===== config.mk =====
export PLATFORM = sky130hd
export DESIGN_NAME = peridot_phy_txarb_flat
export DESIGN_NICKNAME = d
export VERILOG_FILES = /design/src/rtl/peridot_phy_txarb_if.sv /design/src/rtl/peridot_phy_txarb.sv /design/src/flat_wrapper.sv
export SDC_FILE = /design/constraint.sdc
export NUM_CORES = 1
export LEC_CHECK = 0
export CAP_MARGIN = 25
export CORE_AREA = 8 8 64 66
export CTS_CLUSTER_DIAMETER = 120
export DETAILED_ROUTE_END_ITERATION = 16
export DIE_AREA = 0 0 72 74
export MAX_ROUTING_LAYER = met4
export PLACE_DENSITY = 0.8
export SYNTH_ARGS = -nofsm -noshare
export SYNTH_HDL_FRONTEND = slang
export SYNTH_SLANG_ARGS = --single-unit

===== constraint.sdc =====
create_clock -name clk -period 3.4 [get_ports clk]
set_input_delay 0.51 -clock clk [delete_from_list [all_inputs] [get_ports clk]]
set_output_delay 0.51 -clock clk [all_outputs]
set_load 0.01 [all_outputs]

===== src/rtl/peridot_phy_txarb_if.sv =====
// rtl/peridot_phy_txarb_if.sv - requester and TX phy handshake bundle for the UART TX arbiter
interface peridot_phy_txarb_if #(
    parameter int NUM_PORTS = 2
);
    logic [NUM_PORTS-1:0]   in_valid;
    logic [8*NUM_PORTS-1:0] in_data;
    logic [NUM_PORTS-1:0]   in_startofpacket;
    logic [NUM_PORTS-1:0]   in_endofpacket;
    logic [NUM_PORTS-1:0]   in_ready;
    logic                   out_ready;
    logic                   out_valid;
    logic [7:0]             out_data;
    logic [1:0]             out_channel;

    // Sources and the TX phy side.
    modport master (
        output in_valid,
        output in_data,
        output in_startofpacket,
        output in_endofpacket,
        output out_ready,
        input  in_ready,
        input  out_valid,
        input  out_data,
        input  out_channel
    );

    // The arbiter itself.
    modport slave (
        input  in_valid,
        input  in_data,
        input  in_startofpacket,
        input  in_endofpacket,
        input  out_ready,
        output in_ready,
        output out_valid,
        output out_data,
        output out_channel
    );
endinterface


===== src/rtl/peridot_phy_txarb.sv =====
// rtl/peridot_phy_txarb.sv - round-robin UART TX byte arbiter with channel headers and byte escaping
module peridot_phy_txarb #(
    parameter int NUM_PORTS   = 2,
    parameter bit LOCK_PACKET = 1'b1
) (
    input  logic                clk,
    input  logic                reset_n,
    peridot_phy_txarb_if.slave  bus
);
    localparam logic [7:0] CH_BYTE  = 8'h7C;
    localparam logic [7:0] ESC_BYTE = 8'h7D;

    typedef enum logic [1:0] {
        ST_IDLE  = 2'd0,
        ST_CHNUM = 2'd1,
        ST_DATA  = 2'd2,
        ST_ESC   = 2'd3
    } state_t;

    state_t     state;
    logic [1:0] grant;
    logic [1:0] last_grant;
    logic       out_valid_q;
    logic [7:0] out_data_q;
    logic [1:0] out_channel_q;
    logic       ch_valid;
    logic [7:0] esc_reg;
    logic       eop_pend;

    // Pad the per-port vectors to four ports so a 2-bit grant indexes them exactly.
    logic [3:0]  valid_pad;
    logic [3:0]  eop_pad;
    logic [31:0] data_pad;
    logic [3:0]  ready_pad;

    assign valid_pad = 4'(bus.in_valid);
    assign eop_pad   = 4'(bus.in_endofpacket);
    assign data_pad  = 32'(bus.in_data);

    logic unused_sop;
    assign unused_sop = ^bus.in_startofpacket;

    logic       slot_free;
    logic       sel_valid;
    logic       sel_eop;
    logic [7:0] sel_data;
    logic       sel_reserved;
    logic       any_req;
    logic [1:0] arb_pick;
    logic       xfer;

    assign slot_free    = !out_valid_q || bus.out_ready;
    assign sel_valid    = valid_pad[grant];
    assign sel_eop      = eop_pad[grant];
    assign sel_data     = data_pad[{grant, 3'b000} +: 8];
    assign sel_reserved = (sel_data == CH_BYTE) || (sel_data == ESC_BYTE);
    assign any_req      = |valid_pad;
    assign xfer         = (state == ST_DATA) && sel_valid && slot_free;

    // First requester strictly after the previous winner, wrapping over the live ports.
    function automatic logic [1:0] rr_pick(input logic [1:0] last, input logic [3:0] req);
        logic [1:0] pick;
        logic       found;
        int         idx;
        pick  = last;
        found = 1'b0;
        for (int k = 1; k <= NUM_PORTS; k++) begin
            idx = (int'(last) + k) % NUM_PORTS;
            if (!found && req[2'(idx)]) begin
                found = 1'b1;
                pick  = 2'(idx);
            end
        end
        return pick;
    endfunction

    assign arb_pick = rr_pick(last_grant, valid_pad);

    always_comb begin
        ready_pad = 4'b0000;
        if (state == ST_DATA && slot_free) begin
            ready_pad = 4'b0001 << grant;
        end
    end

    assign bus.in_ready    = ready_pad[NUM_PORTS-1:0];
    assign bus.out_valid   = out_valid_q;
    assign bus.out_data    = out_data_q;
    assign bus.out_channel = out_channel_q;

    always_ff @(posedge clk or negedge reset_n) begin
        if (!reset_n) begin
            state         <= ST_IDLE;
            grant         <= 2'd0;
            last_grant    <= 2'(NUM_PORTS - 1);
            out_valid_q   <= 1'b0;
            out_data_q    <= 8'h00;
            out_channel_q <= 2'd0;
            ch_valid      <= 1'b0;
            esc_reg       <= 8'h00;
            eop_pend      <= 1'b0;
        end else begin
            // The phy consumes the slot; any load below refills it in the same cycle.
            if (bus.out_ready) begin
                out_valid_q <= 1'b0;
            end

            case (state)
                ST_IDLE: begin
                    if (any_req && slot_free) begin
                        grant <= arb_pick;
                        if (!ch_valid || arb_pick != out_channel_q) begin
                            out_data_q  <= CH_BYTE;
                            out_valid_q <= 1'b1;
                            state       <= ST_CHNUM;
                        end else begin
                            state <= ST_DATA;
                        end
                    end
                end

                ST_CHNUM: begin
                    if (slot_free) begin
                        out_data_q    <= {6'b000000, grant};
                        out_valid_q   <= 1'b1;
                        out_channel_q <= grant;
                        ch_valid      <= 1'b1;
                        state         <= ST_DATA;
                    end
                end

                ST_DATA: begin
                    if (xfer) begin
                        out_valid_q <= 1'b1;
                        if (sel_reserved) begin
                            out_data_q <= ESC_BYTE;
                            esc_reg    <= sel_data ^ 8'h20;
                            eop_pend   <= sel_eop;
                            state      <= ST_ESC;
                        end else begin
                            out_data_q <= sel_data;
                            if (sel_eop || !LOCK_PACKET) begin
                                last_grant <= grant;
                                state      <= ST_IDLE;
                            end
                        end
                    end
                end

                ST_ESC: begin
                    if (slot_free) begin
                        out_data_q  <= esc_reg;
                        out_valid_q <= 1'b1;
                        if (eop_pend || !LOCK_PACKET) begin
                            last_grant <= grant;
                            state      <= ST_IDLE;
                        end else begin
                            state <= ST_DATA;
                        end
                    end
                end

                default: state <= ST_IDLE;
            endcase
        end
    end
endmodule


===== src/flat_wrapper.sv =====
// flat-port wrapper written by rule: the top's interface ports become plain ports
module peridot_phy_txarb_flat 
#(
    parameter int NUM_PORTS   = 2,
    parameter bit LOCK_PACKET = 1'b1
)
  (clk, reset_n, bus_in_valid, bus_in_data, bus_in_startofpacket, bus_in_endofpacket, bus_out_ready, bus_in_ready, bus_out_valid, bus_out_data, bus_out_channel);
  peridot_phy_txarb_if #(.NUM_PORTS(NUM_PORTS)) bus_i ();
  input  logic clk;
  input  logic reset_n;
  input wire logic [$bits(bus_i.in_valid)-1:0] bus_in_valid;
  input wire logic [$bits(bus_i.in_data)-1:0] bus_in_data;
  input wire logic [$bits(bus_i.in_startofpacket)-1:0] bus_in_startofpacket;
  input wire logic [$bits(bus_i.in_endofpacket)-1:0] bus_in_endofpacket;
  input wire logic [$bits(bus_i.out_ready)-1:0] bus_out_ready;
  output wire logic [$bits(bus_i.in_ready)-1:0] bus_in_ready;
  output wire logic [$bits(bus_i.out_valid)-1:0] bus_out_valid;
  output wire logic [$bits(bus_i.out_data)-1:0] bus_out_data;
  output wire logic [$bits(bus_i.out_channel)-1:0] bus_out_channel;
  assign bus_i.in_valid = bus_in_valid;
  assign bus_i.in_data = bus_in_data;
  assign bus_i.in_startofpacket = bus_in_startofpacket;
  assign bus_i.in_endofpacket = bus_in_endofpacket;
  assign bus_i.out_ready = bus_out_ready;
  assign bus_in_ready = bus_i.in_ready;
  assign bus_out_valid = bus_i.out_valid;
  assign bus_out_data = bus_i.out_data;
  assign bus_out_channel = bus_i.out_channel;
  peridot_phy_txarb #(.NUM_PORTS(NUM_PORTS), .LOCK_PACKET(LOCK_PACKET)) u_core (.clk(clk), .reset_n(reset_n), .bus(bus_i));
endmodule

== Yosys cells after proc, flatten, opt, wreduce, memory -nomap -nowiden ==
Index checks and enable logic that the tools add are counted.

* Register bits: 27
* Latch bits: 0
* Bits in writable memories: 0
* Bits in read-only memories: 0
* Logic and storage cells: 97
* Memories: 0

* $add $sub $neg: 2
* Multipliers: 0
* Div/mod/pow operators: 0
* $lt $le $gt $ge: 3
* Equal/unequal tests: 15
* Shifts and indexed selects: 2
* Muxes and demuxes: 42
* Bitwise operators: 3
* Reductions and logical operators: 21

{| class="wikitable"
|+ Operators with widths
! cell !! number
|-
| 8-bit 2-to-1 mux || 6
|-
| 2-bit 2-to-1 mux || 16
|-
| 8-bit one-hot mux with 4 select lines || 1
|-
| 32-bit by 6-bit indexed part select with 8-bit output || 1
|-
| 8-bit by 7-bit equality test with 1-bit output, second input constant || 2
|-
| 2-bit by 1-bit != test with 1-bit output, second input constant || 7
|-
| 1-bit 2-to-1 mux || 12
|-
| 5-bit AND reduction || 2
|-
| 1-bit binary-select mux with 2-bit select || 4
|-
| 2-bit by 4-bit < comparator with 1-bit output, second input constant || 2
|-
| 2-bit one-hot mux with 4 select lines || 1
|-
| 6-bit AND reduction || 1
|-
| 1-bit logical AND || 5
|-
| 2-bit equality test, second input constant || 2
|-
| 2-bit one-hot mux with 2 select lines || 1
|-
| 2-bit AND reduction || 2
|-
| 2-bit OR reduction || 2
|-
| 1-bit logical NOT || 3
|-
| 1-bit logical OR || 3
|-
| 2-bit by 3-bit < comparator with 1-bit output, second input constant || 1
|-
| 3-bit by 1-bit != test with 1-bit output, second input constant || 1
|-
| 1-bit one-hot mux with 3 select lines || 1
|-
| 3-bit AND reduction || 1
|-
| 1-bit adder, second input constant || 2
|-
| 8 further kinds || 9
|}

== Logic depth before layout (Yosys ltp) ==
Gate-level depths: netlist of run 1.

* Depth in word-level cells: 14
* Mapped depth: 7
* Mapped depth without buffers: 5

== Least setup slack after synthesis of run 1 ==
No wires, ideal clock.

* Path kind: reg2reg
* Start: register u_core.last_grant[0]
* End: register u_core.out_data_q[2] (netlist: u_core.bus.out_data[2])
* Arrival: 1,878 ps
* Data required time: 3,275 ps
* Setup slack: 1,397 ps
* Stages on the path, launching flop included: 6
* Buffers on the path: 0
* Clock period less this slack: 2,003 ps
* Cells stage by stage: dfstp_2 inv_1 a211o_1 a221o_1 o31ai_4 mux2_2

* Cells in the longest elaborated chain, start to end: 13
* Elaborated cells on any way between the ends: 19

{| class="wikitable"
|+ RTL lines
! item !! line !! source
|-
| from (decl) || peridot_phy_txarb.sv:22 || <nowiki>logic [1:0] last_grant;</nowiki>
|-
| from (signal assigned) || peridot_phy_txarb.sv:95 || <nowiki>last_grant <= 2'(NUM_PORTS - 1);</nowiki>
|-
| from (signal assigned) || peridot_phy_txarb.sv:143 || <nowiki>last_grant <= grant;</nowiki>
|-
| from (signal assigned) || peridot_phy_txarb.sv:155 || <nowiki>last_grant <= grant;</nowiki>
|-
| 1-bit adder || peridot_phy_txarb.sv:68 || <nowiki>idx = (int'(last) + k) % NUM_PORTS;</nowiki>
|-
| 1-bit bitwise AND (no source line) || n/a ||
|-
| 1-bit binary-select mux with 2-bit select || peridot_phy_txarb.sv:69 || <nowiki>if (!found && req[2'(idx)]) begin</nowiki>
|-
| 1-bit 2-to-1 mux (not written as such) (2 in series) || peridot_phy_txarb.sv:69 ||
|-
| 1-bit 2-to-1 mux || peridot_phy_txarb.sv:69 ||
|-
| 1-bit logical NOT || peridot_phy_txarb.sv:69 ||
|-
| 1-bit logical AND || peridot_phy_txarb.sv:69 ||
|-
| 2-bit 2-to-1 mux (*) || peridot_phy_txarb.sv:69 ||
|-
| 2-bit != test (*) || peridot_phy_txarb.sv:112 || <nowiki>if (!ch_valid || arb_pick != out_channel_q) begin</nowiki>
|-
| 1-bit logical OR (*) || peridot_phy_txarb.sv:112 ||
|-
| 2-bit by 1-bit != test with 1-bit output (no source line) (*) || n/a ||
|-
| 5-bit AND reduction (no source line) (*) || n/a ||
|-
| to (signal assigned) || peridot_phy_txarb.sv:124 || <nowiki>out_data_q <= {6'b000000, grant};</nowiki>
|-
| to (signal assigned) || peridot_phy_txarb.sv:141 || <nowiki>out_data_q <= sel_data;</nowiki>
|-
| to (signal assigned) || peridot_phy_txarb.sv:152 || <nowiki>out_data_q <= esc_reg;</nowiki>
|-
| to (decl) || peridot_phy_txarb.sv:24 || <nowiki>logic [7:0] out_data_q;</nowiki>
|}

Mark *: on every way between the ends. The rest lies on a longest branch, timed or not. The select of a mux whose other input is x is not followed.
A chain may end at the register's enable or synchronous reset.

== Worst setup path after layout of run 1 ==
* Start: register u_core.state[0]
* End: output bus_in_ready[0]

* Cells in the longest elaborated chain, start to end: 3

{| class="wikitable"
|+ RTL lines
! item !! line !! source
|-
| from (decl) || peridot_phy_txarb.sv:20 || <nowiki>state_t state;</nowiki>
|-
| from (signal assigned) || peridot_phy_txarb.sv:93 || <nowiki>state <= ST_IDLE;</nowiki>
|-
| from (signal assigned) || peridot_phy_txarb.sv:115 || <nowiki>state <= ST_CHNUM;</nowiki>
|-
| from (signal assigned) || peridot_phy_txarb.sv:117 || <nowiki>state <= ST_DATA;</nowiki>
|-
| 2-bit equality test || peridot_phy_txarb.sv:81 || <nowiki>if (state == ST_DATA && slot_free) begin</nowiki>
|-
| 1-bit logical AND || peridot_phy_txarb.sv:81 ||
|-
| 2-bit 2-to-1 mux || peridot_phy_txarb.sv:81 ||
|-
| to (decl) || flat_wrapper.sv:16 || <nowiki>output wire logic [$bits(bus_i.in_ready)-1:0] bus_in_ready;</nowiki>
|}

Every way passes these cells.

==> results by group, run 1 <==
Clocking
  – # H-tree levels: 1
  – Post-CTS setup buffers: 0
  – CTS resizes: 0
  – Clk sink count: 27
  – Worst-Skew Late Latency: 340 ps
  – # hold bufs at CTS: 0
  – Max Buffers Root-to-Sink: 2
  – Clock root cell: clkbuf_4
  – CTS tree: built
  – CTS Buf Count: 3
  – Clock Pin Slew Worst Setup and Hold Paths: approximately 160 ps

Hold path
  – Type of the worst min-delay path: reg2reg
  – Hold Path Stages: 1

Detailed routing
  – Via count: about 1300
  – Initial DRT Pass Iterations: 4
  – DRT iter0 DRCs: approximately 140
  – Vias/cell: around 5.5
  – Final ANT Viol Nets: 0
  – DR WL/cell: roughly 15 µm
  – Final wirelength: ~3.7 mm
  – # DRC: 0

Die
  – Die height: about 74 µm
  – # rows: 21
  – Core Box Area: 3179 µm²
  – Starting Density: 0.4833
  – Die W: 72 µm
  – IO Count: 38
  – Die area: 5328 µm²

Critical path
  – Critical-path cell list: nand2b_1 > nor2_1 > nand2_1 > nor2_1 > clkdlybuf4s50_1
  – Crit path largest cell delay: between 500 and 600 ps
  – Crit path DAT: 2090 ps
  – Reg2reg path depth: 5
  – Worst Setup Start Kind: flip-flop
  – Slowest cell on crit path: clkdlybuf4s50_1
  – Crit Path Category: reg2out
  – CP Max Fanout: 10
  – Worst Path Required: 2890 ps
  – Most common cell on crit path: nor2_1
  – Critical Path End Type: primary output

Pwr
  – Switch Pwr: 0.0005759 W
  – Logic pwr share: 0.536
  – Power density over cell area: 742.4 nW/µm²
  – Max VDD drop: 0.3777 mV
  – Leak: 0.8546 nW
  – Int Pwr: between 0.0008 and 0.0009 W
  – Sequential Power Share: 0.361
  – Switching share of power: 0.3971
  – Clock power frac: 0.103

Global routing
  – First-pass GRT wire length: 6.223 mm
  – Total global routing overflow: 0
  – Largest net degree at the start of global routing: 28
  – Gr usage total: 0.1515
  – Vias in the first global route: about 1300
  – Initial antenna violation count: 0

STA
  – RSZ-0062 raised after global routing: false
  – Hold Vio Cnt, Final: 0
  – Final worst setup slack: 798.9 ps
  – Slew Viols, Final: 0
  – Final setup fails: 0
  – Highest Clock Rate: 384.5 MHz
  – Setup TNS: 0 ps
  – Layout Skew: 2.679 ps
  – Max-slew headroom: 0.4745
  – Crit share post-route: 0.7650
  – Fin crit period: approximately 2600 ps
  – Least-Margin Pin Slew: 788.3 ps

Cells and area
  – Final net count: 220
  – Layout cells sized above 1: 0.1134
  – Area grow syn2layout: 27.12%
  – Antenna fix cells: 0
  – Layout fillers: 269

Yosys
  – Register area share after synthesis: 0.4406
  – Mapped Area: 1536 µm²
  – Syn. warnings: 0
  – EDFF count, synth: 0
  – Yosys reg bits: 27
  – Dominant synthesized flop cell: dfrtp_1
  – Adder-cell share of the synthesized area: 0
  – Synth Area in Simple Gates: 0.2158
  – Syn_nets: between 150 and 200
  – Synth top area share: 0.4235
  – Syn_area_per_cell: roughly 9.5 µm²
  – Post-synthesis xor/xnor area fraction: 0
  – Distinct cells, synth: 42
  – Largest family of logic cells by synthesized area: simple AND/OR/NAND/NOR gates
  – Cells after Synth: 162
  – Post-synthesis mux area share: 0.1531
  – Post-synthesis compound-gate area fraction: 0.1547
  – Async S/R FF share, synth: 1.000
  – Synth area leader: dfrtp_1
  – Largest cells by area after synthesis: dfrtp_1 (42%), mux2_2 (8.8%), mux2i_1 (6.5%)

Placement
  – I/O Buffers: 35
  – Post-Place Worst Slack: around 540 ps
  – Final Wtd Congestion: about 0.92

Run status
  – Status: completed

Run
  – Max-cap viol count: 0
==> cell usage after synthesis, types with 2 or more instances <==
library cell  count
o31ai_1           2
a22o_1            2
o21ai_0           5
buf_2             2
a21oi_1           7
and3_1            2
mux2_2           12
and2_1            4
nand2b_1          9
nor2b_1           3
nand2_1          23
nor3_1            5
clkbuf_1          6
nor2_1           15
inv_1             3
dfrtp_1          26
a31oi_1           2
mux2i_1          10
==> metrics by stage <==
stage | hold slack, ps | power (W) | utilization | area (µm²) | cells
2_1_floorplan | 214.4 | 0.001036 | - | 1536 | 162
3_3_place_gp | 451.1 | 0.001285 | 0.6049 | 1923 | 236
3_5_place_dp | 454.4 | 0.001310 | 0.6049 | 1923 | 236
4_1_cts | 492.8 | 0.001457 | 0.6143 | 1953 | 240
5_1_grt | 517.6 | 0.001565 | 0.6143 | 1953 | 240
6_report | 488.5 | 0.001450 | 0.6143 | 1953 | 240
==> final timing paths <==
path	to	slack, ps	start
worst max-delay path	bus_in_ready[0]	800	u_core.state[0]
worst min-delay path	u_core.esc_reg[4]	490	u_core.esc_reg[4]
worst max register to register	u_core.eop_pend	940	u_core.grant[0]
worst min register to register	u_core.esc_reg[4]	490	u_core.esc_reg[4]
max in group asynchronous	u_core.last_grant[0]	2580	reset_n
min in group asynchronous	u_core.ch_valid	520	reset_n
==> placed cells by master (no fill, tap or decap), types with 4 or more instances in the layout <==
cell             count
nand2b_1             9
nor3_1               5
dfrtp_1             26
a21oi_1              7
mux2i_1             10
mux2_2              12
nand2_1             23
and2_1               4
clkdlybuf4s50_1     35
o21ai_0              5
nor2_1              15
==> per-layer routing <==
metal | track usage | vias to the layer above | share of wire
met5 | - | - | 0
met3 | 0.02695 | 4 | 0.060
met4 | 0.07029 | 0 | 0.016
li1 | - | 640 | -
met1 | 0.1950 | 630 | 0.43
met2 | 0.2267 | 49 | 0.49
==> critical path: cells and delay by family, from the launching register on <==
family	cells	cell delay, ps
DFF	1	410
buffers and inverters	1	560
and+or+nand+nor	4	800
==> kinds of logic (layout without fill, tap and decap cells) <==
| kind of cell | count (synthesis) | after routing |
|---|---|---|
| buf+inv | 13 | 45 |
| simple gates | 68 | 68 |
| mux | 22 | 22 |
| flops | 27 | 27 |
| compound gates | 32 | 32 |
==> power groups by stage <==
stage / Combinational, W / Sequential, W / Clock (W)
floorplan: 0.000525 / 0.000511 / 0
global placement: 0.000761 / 0.000523 / 0
detailed placement: 0.000779 / 0.000531 / 0
CTS: 0.000780 / 0.000523 / 0.000153
global route: 0.000855 / 0.000543 / 0.000168
finish: 0.000777 / 0.000524 / 0.000150
==> cell type report <==
type,instances,area [µm²],area share
flip-flops and latches,27,676.9,0.3466
repair buffers,38,372.9,0.1909
well taps,46,57.56,0.02947
clock inverters,1,7.507,0.003844
inverters,3,11.26,0.005766
clock buffers,3,22.52,0.01153
multi-input cells,122,804.5,0.4119
No activity file was read; power rests on OpenSTA's default activity.
==> inputs of run 2 (changes only) <==
--- a/config.mk
+++ b/config.mk
@@ -6,12 +6,12 @@
 export NUM_CORES = 1
 export LEC_CHECK = 0
 export CAP_MARGIN = 25
-export CORE_AREA = 8 8 64 66
+export CORE_AREA = 8 8 65 67
 export CTS_CLUSTER_DIAMETER = 120
 export DETAILED_ROUTE_END_ITERATION = 16
-export DIE_AREA = 0 0 72 74
+export DIE_AREA = 0 0 73 75
 export MAX_ROUTING_LAYER = met4
-export PLACE_DENSITY = 0.8
+export PLACE_DENSITY = 0.77
 export SYNTH_ARGS = -nofsm -noshare
 export SYNTH_HDL_FRONTEND = slang
 export SYNTH_SLANG_ARGS = --single-unit
==> constraint.sdc (replaced) <==
create_clock -name clk -period 2.5 [get_ports clk]
set_input_delay 0.375 -clock clk [delete_from_list [all_inputs] [get_ports clk]]
set_output_delay 0.375 -clock clk [all_outputs]
set_load 0.01 [all_outputs]
==> results by group, run 2 (synthesized netlist as in run 1, its figures left out) <==
Critical path
  – Crit path buf inv count: 1
  – Crit path DAT: around 2000 ps
  – Slowest cell on crit path: clkdlybuf4s50_1
  – Worst Path Required: 2120 ps
  – Crit path largest cell delay: 550 ps
  – Crit Path Category: reg2out
  – Worst Setup Start Kind: flip-flop
  – CP Max Fanout: 10
  – CP delay by family, top: simple AND/OR/NAND/NOR gates
  – Critical-path cell list: nand2b_1 > nor2_2 > nand2_1 > nor2_1 > clkdlybuf4s50_1
  – R2R Path Start: u_core.grant[0]
  – CP startpoint: u_core.state[0]
  – Critical Path End Type: primary output

Detailed routing
  – Via count: 1337
  – Vias/cell: 5.413
  – # DRC: 0
  – Final ANT Viol Nets: 0
  – DRT iter0 DRCs: 92
  – DR WL/cell: 14.83 µm
  – Final wirelength: between 3 and 4 mm
  – Initial DRT Pass Iterations: 4

Global routing
  – Total global routing overflow: 0
  – Initial antenna violation count: 0
  – First-pass GRT wire length: 5.699 mm
  – Vias in the first global route: 1293
  – Gr usage total: 0.1349
  – Largest net degree at the start of global routing: 28

STA
  – Least-Margin Pin Slew: 414.8 ps
  – Crit share post-route: 0.9622
  – Hold Slack: 386.0 ps
  – Max-slew headroom: 0.7163
  – Setup TNS: 0 ps
  – Layout Skew: 2.672 ps
  – Hold Vio Cnt, Final: 0
  – Highest Clock Rate: 415.7 MHz
  – Fin crit period: 2406 ps
  – Final setup fails: 0
  – Slew Viols, Final: 0

Cells and area
  – Final net count: 227
  – Post-route cell area: 2008 µm²
  – Layout cells sized above 1: 0.1493
  – Antenna fix cells: 0
  – Most frequent cells in the layout: clkdlybuf4s50_1 (35), dfrtp_1 (26), nand2_1 (23)
  – Layout Cells excl Fill: 247
  – Area grow syn2layout: 30.70%
  – Most common cell after layout, fill and taps aside: clkdlybuf4s50_1

Pwr
  – Leak: 0.8892 nW
  – Power density over cell area: 1011 nW/µm²
  – Total power: 0.002030 W
  – Max VDD drop: 0.5333 mV

Clocking
  – Post-CTS setup buffers: 0
  – CTS Buf Count: 3
  – # hold bufs at CTS: 0
  – CTS tree: built
  – # H-tree levels: 1
  – Clock Pin Slew Worst Setup and Hold Paths: about 150 ps
  – Worst-Skew Late Latency: 330 ps
  – Max Buffers Root-to-Sink: 2
  – Clock root cell: clkbuf_4
  – Clk sink count: 27

Die
  – Die W: 73 µm
  – IO Count: 38
  – Die area: 5475 µm²
  – Core Box Area: 3232 µm²
  – Die height: 75 µm
  – # rows: 21
  – Starting Density: 0.4754

Hold path
  – Type of the worst min-delay path: in2async

Placement
  – Placed cell area: 1976 µm²
  – Final Wtd Congestion: approximately 0.87
  – Post-DP HPWL: 2.733 mm
  – Dpl cells: 243
  – I/O Buffers: 35

Run status
  – Status: completed

Run
  – Max-cap viol count: 0
run 2: changes by cell type in the layout (fill, tap and decap cells not counted), sizes merged:
cell,previous run,this run
buf,3,10
run 2: metrics by stage:
step                      utilization  setup WS, ps
after global routing           0.6214        -3.078
final                          0.6214         94.38
after CTS                      0.6206         56.22
after global placement         0.6113         62.28
after detailed placement       0.6113         37.05
after floorplan                     -         497.0
run 2: per-layer routing:
layer	global-route usage	vias to the layer above	part of all wire
li1	-	656	-
met1	0.1556	632	0.43
met2	0.2224	43	0.48
met3	0.01598	6	0.056
met4	0.08000	0	0.027
met5	-	-	0
run 2: worst paths after layout:
path | to | slack [ps] | cells past startpoint
worst max-delay path | bus_in_ready[0] | 90 | 5
worst min-delay path | u_core.bus.out_channel[0] | 390 | 2
worst min register to register | u_core.esc_reg[4] | 490 | 1
min in group clk | u_core.esc_reg[4] | 490 | 1
worst max register to register | u_core.esc_reg[0] | 250 | 6
max in group asynchronous | u_core.last_grant[0] | 1810 | 2
run 2: worst register-to-register path, delay by kind of cell (launching register included):
kind / cells / cell delay (ps)
AO/OA/AOI/OAI: 1 / 250
buffers and inverters: 1 / 260
flip-flops: 1 / 640
multiplexers: 1 / 330
AND/OR/NAND/NOR: 3 / 680
run 2: power by group:
group	internal [W]	switching (W)
registers	0.000575	0.000106
clock network	0.0000613	0.000138
logic	0.000601	0.000548
total	0.00124	0.000792
run 2: layout make-up:
class | instances | area, µm²
fillers | 284 | 1224
multi-input cells | 122 | 807.0
flip-flops and latches | 27 | 676.9
repair buffers | 45 | 425.4
well taps | 46 | 57.56
clock buffers | 3 | 22.52
inverters | 3 | 11.26
clock inverters | 1 | 7.507
run 2: timing repair:
item	4_1_cts	5_1_grt
setup endpoints to repair	0	1
endpoints found under the hold margin	0	0
resized for setup	0	1
